<file path="src/rtl/dsi_line_packetizer.sv">
// dsi_line_packetizer: wraps a framed pixel-word stream into DSI packets,
// one VSS short packet per frame plus one long packet (header, payload,
// checksum footer) per video line.
//
// Ports:
//   clk, rst_n        clock; asynchronous active-low reset
//   in_data[31:0]     packed pixel bytes, byte0 = [7:0] goes out first
//   in_valid/in_ready upstream handshake
//   in_sop/in_eop     first / last word of a frame
//   out_data[31:0]    DSI packet word
//   out_valid/out_ready downstream handshake
//   out_sop           marks the VSS word that opens a frame
//   out_eop           marks the footer that closes a frame
//   err_short_line    one-cycle pulse when a frame ends mid-line
//
// Build option: define DSI_LINE_PKT_CRC_EN to compute the footer CRC-16
// (reflected 0x8408, init 0xFFFF); otherwise the footer checksum is 16'h0000.
module dsi_line_packetizer #(
    parameter int unsigned LINE_BYTES = 1440,
    parameter logic [7:0]  DATA_TYPE  = 8'h3E,
    parameter logic [1:0]  VCHAN      = 2'd0
) (
    input  logic        clk,
    input  logic        rst_n,
    input  logic [31:0] in_data,
    input  logic        in_valid,
    input  logic        in_sop,
    input  logic        in_eop,
    output logic        in_ready,
    output logic [31:0] out_data,
    output logic        out_valid,
    output logic        out_sop,
    output logic        out_eop,
    input  logic        out_ready,
    output logic        err_short_line
);

    typedef enum logic [2:0] {IDLE, VSS, HDR, PAYLOAD, PAD, FOOT} state_t;

    // Hamming parity masks of the DSI header ECC, one per parity bit P0..P5.
    function automatic logic [7:0] hdr_ecc(input logic [23:0] d);
        return {2'b00, ^(d & 24'hEFFC00), ^(d & 24'hDF03F0), ^(d & 24'hB8E38E),
                ^(d & 24'h749A6D), ^(d & 24'hF2555B), ^(d & 24'hF12CB7)};
    endfunction

    localparam logic [11:0] LAST_WORD = 12'(LINE_BYTES / 4 - 1);
    localparam logic [23:0] VSS_HDR   = {16'h0000, VCHAN, 6'h01};
    localparam logic [23:0] LINE_HDR  = {16'(LINE_BYTES), VCHAN, DATA_TYPE[5:0]};
    localparam logic [31:0] VSS_WORD  = {hdr_ecc(VSS_HDR), VSS_HDR};
    localparam logic [31:0] HDR_WORD  = {hdr_ecc(LINE_HDR), LINE_HDR};

    state_t      state_q, state_d;
    logic [11:0] cnt_q, cnt_d;
    logic        frame_end_q, frame_end_d;
    logic [31:0] held_q, held_d;
    logic        held_eop_q, held_eop_d;
    logic        first_q, first_d;
    logic        err_q, err_d;
    logic        run_q;
    logic        src_eop;
    logic [15:0] checksum;

    always_ff @(posedge clk or negedge rst_n) begin
        if (!rst_n) begin
            state_q     <= IDLE;
            cnt_q       <= '0;
            frame_end_q <= 1'b0;
            held_q      <= '0;
            held_eop_q  <= 1'b0;
            first_q     <= 1'b0;
            err_q       <= 1'b0;
            run_q       <= 1'b0;
        end else begin
            state_q     <= state_d;
            cnt_q       <= cnt_d;
            frame_end_q <= frame_end_d;
            held_q      <= held_d;
            held_eop_q  <= held_eop_d;
            first_q     <= first_d;
            err_q       <= err_d;
            run_q       <= 1'b1;
        end
    end

    // first_q: the sop word captured in IDLE is still owed as the first
    // payload word, so the upstream port stays closed until it has gone out.
    always_comb begin
        state_d     = state_q;
        cnt_d       = cnt_q;
        frame_end_d = frame_end_q;
        held_d      = held_q;
        held_eop_d  = held_eop_q;
        first_d     = first_q;
        err_d       = 1'b0;
        in_ready    = 1'b0;
        out_valid   = 1'b0;
        out_sop     = 1'b0;
        out_eop     = 1'b0;
        out_data    = '0;
        src_eop     = first_q ? held_eop_q : in_eop;
        case (state_q)
            IDLE: begin
                in_ready = run_q;
                if (run_q && in_valid && in_sop) begin
                    held_d      = in_data;
                    held_eop_d  = in_eop;
                    first_d     = 1'b1;
                    cnt_d       = '0;
                    frame_end_d = 1'b0;
                    state_d     = VSS;
                end
            end
            VSS: begin
                out_valid = 1'b1;
                out_sop   = 1'b1;
                out_data  = VSS_WORD;
                if (out_ready) state_d = HDR;
            end
            HDR: begin
                out_valid = 1'b1;
                out_data  = HDR_WORD;
                if (out_ready) state_d = PAYLOAD;
            end
            PAYLOAD: begin
                in_ready  = out_ready & ~first_q;
                out_valid = first_q | in_valid;
                out_data  = first_q ? held_q : in_data;
                if (out_valid && out_ready) begin
                    first_d = 1'b0;
                    cnt_d   = cnt_q + 12'd1;
                    if (cnt_q == LAST_WORD) begin
                        state_d     = FOOT;
                        frame_end_d = src_eop;
                    end else if (src_eop) begin
                        state_d     = PAD;
                        frame_end_d = 1'b1;
                        err_d       = 1'b1;
                    end
                end
            end
            PAD: begin
                out_valid = 1'b1;
                if (out_ready) begin
                    cnt_d = cnt_q + 12'd1;
                    if (cnt_q == LAST_WORD) state_d = FOOT;
                end
            end
            FOOT: begin
                out_valid = 1'b1;
                out_eop   = frame_end_q;
                out_data  = {16'h0000, checksum};
                if (out_ready) begin
                    state_d = frame_end_q ? IDLE : HDR;
                    cnt_d   = '0;
                end
            end
            default: state_d = IDLE;
        endcase
    end

    assign err_short_line = err_q;

`ifdef DSI_LINE_PKT_CRC_EN
    logic [15:0] crc_q;
    logic        crc_adv;

    // Bit-serial LSB-first update over the whole word, i.e. byte0..byte3.
    function automatic logic [15:0] crc_word(input logic [15:0] c, input logic [31:0] w);
        logic [15:0] r;
        r = c;
        for (int i = 0; i < 32; i++) r = (r[0] ^ w[i]) ? ((r >> 1) ^ 16'h8408) : (r >> 1);
        return r;
    endfunction

    assign crc_adv = out_ready && ((state_q == PAYLOAD && out_valid) || state_q == PAD);

    always_ff @(posedge clk or negedge rst_n) begin
        if (!rst_n) crc_q <= '0;
        else if (state_d == HDR && state_q != HDR) crc_q <= '1;
        else if (crc_adv) crc_q <= crc_word(crc_q, out_data);
    end

    assign checksum = crc_q;
`else
    assign checksum = 16'h0000;
`endif

endmodule
</file>
<file path="config.mk">
export PLATFORM = sky130hd
export DESIGN_NAME = dsi_line_packetizer
export DESIGN_NICKNAME = d
export VERILOG_FILES = /design/src/rtl/dsi_line_packetizer.sv
export SDC_FILE = /design/constraint.sdc
export NUM_CORES = 1
export LEC_CHECK = 0
export BUFFER_PORTS_ARGS = -buffer_cell sky130_fd_sc_hd__buf_2
export CORE_ASPECT_RATIO = 1.1
export CORE_MARGIN = 2
export CORE_UTILIZATION = 30
export CTS_CLUSTER_SIZE = 24
export DETAILED_ROUTE_END_ITERATION = 7
export GPL_ROUTABILITY_DRIVEN = 0
export PLACE_DENSITY = 0.49
export SETUP_SLACK_MARGIN = 0.15
export SLEW_MARGIN = 20
export SYNTH_ARGS = -nofsm -noshare
export SYNTH_HDL_FRONTEND = slang
export SYNTH_SLANG_ARGS = --single-unit
</file>
<file path="constraint.sdc">
create_clock -name clk -period 4.45 [get_ports clk]
set_input_delay 0.445 -clock clk [delete_from_list [all_inputs] [get_ports clk]]
set_output_delay 0.445 -clock clk [all_outputs]
set_load 0.01 [all_outputs]
</file>
# Word-level counts from Yosys, hierarchy flattened
# Cells that the tools add are included.
# op_classes
addsub,1
n_eq_ne,14
mux,35
bitwise,3
n_reduce_logical,12
# ops
operator,n
$pmux 32 s3,1
$mux 12,4
$pmux 12 s4,1
$mux 32,1
$mux 3,9
$pmux 3 s6,1
$ne 2x2->1 const B,7
$mux 1,13
$add 12x1->12 const B,1
$eq 12x9->1 const B,1
$pmux 1 s2,4
$reduce_and 8->1,1
$eq 3x2->1 const B,2
$eq 3x3->1 const B,2
$reduce_and 5->1,1
$reduce_and 4->1,1
$reduce_bool 4->1,1
$reduce_or 4->1,1
$eq 3x1->1 const B,1
$logic_and 1x1->1,3
$logic_not 3->1,1
$ne 3x3->1 const B,1
$reduce_and 3->1,1
$mux 2,1
5 further kinds,5
# word_totals
regBits,52
output_inout_bits,37
wordCells,73

# Logic depth before layout (Yosys ltp)
# depth
word_depth,5
depth_mapped,6
ltp_nobuf,6

# Worst setup path after synthesis
# OpenSTA, ideal clock, no wires.
# synth_timing
path_kind,register to output
startpoint,register state_q[1]
endpoint,output out_data[10]
arrival_time_ns,1.317
required_ns,4.005
setup_slack_ns,2.688
path_stages_with_launch,6
n_path_buf,3
path_cell_list,dfrtp_1 buf_4 nand3b_1 clkbuf_1 clkbuf_1 nor2_1
# synth_between
elab_chain_len,2
# synth_lines
element,line_no,text
"start, declared",52,"state_t state_q, state_d;"
"start signal, assigned",74,state_q <= state_d;
$eq 3x2->1 or $eq 3x1->1 (tied branches),101,case (state_q)
$pmux 32 s3 *,101,
"end, declared",30,"output logic [31:0] out_data,"
# Mark *: on every way between the ends. The rest lies on a longest branch, timed or not.

# Worst setup path after layout
# layout_timing
startpoint,register state_q[0]
endpoint,output out_data[25]
# The elaborated chain is that of the path after synthesis.

==> results.md <==
* Status: finished, final reports clean
* CTS Buf Count at 5
* Commonest non-fill, non-tap cell in the layout: buf_2
* Setup TNS at 0 ns
* Mapped Nets at roughly 320
* Drt wl/cell at 15.0 um
* Root Driver: clkbuf_8
* Final Net Count at 384
* Leak pwr at 0.00158 uW
* Synth Instances at ~280
* Worst skew pair latency at 0.32 ns
* Clock Sinks at 52
* Total number of vias at 2324
* Post-synthesis register bit count at 52
* Gr usage total at about an eighth
* FP Rows at 37
* PwrDens at 564 nW/um^2
* Comb power frac at 43.8%
* Total power draw at just under 2000 uW
* Initial antenna violation count at 0
* Register area share after synthesis at ~44%
* Worst Tran Pin Value at approximately 0.94 ns
* I/O pins at 75
* Core footprint at around 9400 sq um
* Endpoints failing setup at 0
* Switch Pwr at roughly 790 uW
* Finished Core Util at a little under two fifths
* CP arrival at around 2 ns
* Number of flops mapped to enable cells by yosys at 0
* Die area at 10600 sq um
* Total iterations of the first detailed-routing run at 4
* # Post-CTS Setup Buffers at 0
* Die height at 108 um
* Net Sw Frac at between 40% and 50%
* DP HPWL at 4790 um
* Netlist cell types at 54
* H-tree Lvls at 2
* Hold Vio Cnt, Final at 0
* Startpoint types: register
* Number of DRC markers in iteration 0 at between 100 and 150
* RSZ-0062 raised after global routing: false
* Internal power at 1180 uW
* Crit-path max FO at 24
* Clock transition at path regs at ~0.09 ns
* Commonest non-fill, non-tap cells in the layout: buf_2 (74), dfrtp_1 (51), mux2i_1 (32)
* Final Max Slew Viols at 0
* Largest net degree at the start of global routing at 53
* Port buffer count at 74
* Ys flop type: dfrtp_1
* Maximum clock frequency at about 0.4 GHz
* CTS Buffer Depth at 2
* Ys Warns at 0
* Clock network power share at between 10 and 15%
* Min-delay worst type: input pin to asynchronous set/reset pin
* Die W at a little under 100 um
* Clock skew at ~0.0061 ns
* Syn Area/Cell at 10.7 sq um
* Max-cap viol count at 0
* Layout area overhead at 18.6%
* Max IR drop VDD at between 0.2 and 0.3 mV
* Vias in the first global route at 2347
* Fillers at roughly 1000
* Ys async rst share at between 90% and 100%
* Worst Setup Path Type: register to output port
* Part of the power in registers at 41.5%
* CTS hold repair buffers at 0
* Max-slew headroom at 37.7%
* CTS tree: done
* Routed WL at ~7000 um
* Final period util at a little under three fifths
* Synthesized area at 2950 sq um
* Ratio of cells with drive above 1 in the final layout at between 30% and 40%
* GRT overflow at 0
* ANT nets after route at 0
* Shortest period the worst path allows at ~2.5 ns
* Via/cell ratio at between 5 and 6
* First-pass GRT wire length at 11400 um
* N_diodes at 0
* Post-CTS resize count at 0
* Starting Density at 31.3%
* Critical Path RT at around 4 ns
* DRC at 0
* Crit. End Element: output port
## area by class of cell
cell class / count / area (sq um) / area share, %
multi-input cells: 206 / 1550 / 44.3
clock buffers: 6 / 82.6 / 2.36
well taps: 117 / 146 / 4.18
inverters: 2 / 7.51 / 0.215
clock inverters: 2 / 10.0 / 0.286
repair buffers: 78 / 400 / 11.4
flip-flops and latches: 52 / 1300 / 37.2
## logic make-up (layout without fill, tap and decap cells)
kind of cell,after synthesis,in the layout,synth area share (%)
AOI/OAI and AO/OA,58,58,13.0
xor gates and xnor gates,5,5,1.48
adders and majority gates,1,1,0.424
buffers and inverters,18,88,3.39
DFF,52,52,44.1
muxes,66,66,23.8
other,1,1,0.127
and+or+nand+nor,75,75,13.7
## critical path: stages (launching register included)
cell,delay (ns)
dfrtp_1,0.92
nor2_1,0.31
a211oi_1,0.32
buf_2,0.18
## synth_stat cells (all sizes together), types with 2 or more instances
cell / instances / area, sq um
dfrtp: 52 / 1300
mux2: 34 / 383
mux2i: 32 / 320
nor2: 28 / 105
a21oi: 24 / 131
nand2: 12 / 45.0
buf: 11 / 73.8
o21ai: 10 / 61.3
nand3: 6 / 35.0
clkbuf: 5 / 18.8
xor2: 5 / 43.8
a21o: 4 / 30.0
nand2b: 4 / 27.5
nor2b: 4 / 25.0
a211oi: 3 / 22.5
nand4: 3 / 18.8
a221oi: 2 / 17.5
and2: 2 / 12.5
inv: 2 / 7.51
nand3b: 2 / 15.0
nor4bb: 2 / 20.0
o2111ai: 2 / 17.5
o211ai: 2 / 15.0
o31ai: 2 / 15.0
or3: 2 / 12.5
## layer usage
layer / wire [um] / global-route usage, %
met3: 586 / 5.04
met1: 3070 / 17.0
met2: 3210 / 21.0
met4: 91 / 3.82
met5: 0 / 0
## per-stage QoR
stage	worst slack, ns	cell area (sq um)	hold slack [ns]	instances
global route	1.85	3500	0.323	463
finish	1.96	3500	0.258	463
floorplan	2.69	2950	0.149	276
CTS	2.01	3500	0.277	463
detailed placement	2.05	3410	0.476	455
global placement	2.09	3410	0.467	455
## power groups by stage
| stage | clock network [uW] | logic (uW) | registers (uW) |
|---|---|---|---|
| after detailed placement | 0 | 873 | 828 |
| after floorplan | 0 | 697 | 730 |
| after global placement | 0 | 867 | 818 |
| after CTS | 303 | 876 | 817 |
| final | 290 | 864 | 819 |
| after global routing | 319 | 961 | 846 |
## registers in the layout (all words and copies together) (netlist names)
signal          cells
held_eop_q          1
held_q             32
run_q               1
first_q             1
state_q             3
cnt_q              12
err_short_line      1
frame_end_q         1
## final timing paths
| kind | start | end | slack [ns] | cells past startpoint |
|---|---|---|---|---|
| setup / recovery | state_q[0] | out_data[25] | 1.96 | 3 |
| hold / removal | rst_n | cnt_q[4] | 0.26 | 2 |
| setup reg to reg | state_q[2] | state_q[2] | 2.01 | 5 |
| hold reg to reg | held_q[26] | held_q[26] | 0.50 | 1 |
| max in group asynchronous | rst_n | first_q | 3.70 | 2 |
| min in group clk | in_data[27] | held_q[27] | 0.35 | 2 |
Note: power is estimated with default switching activity, not from simulation.
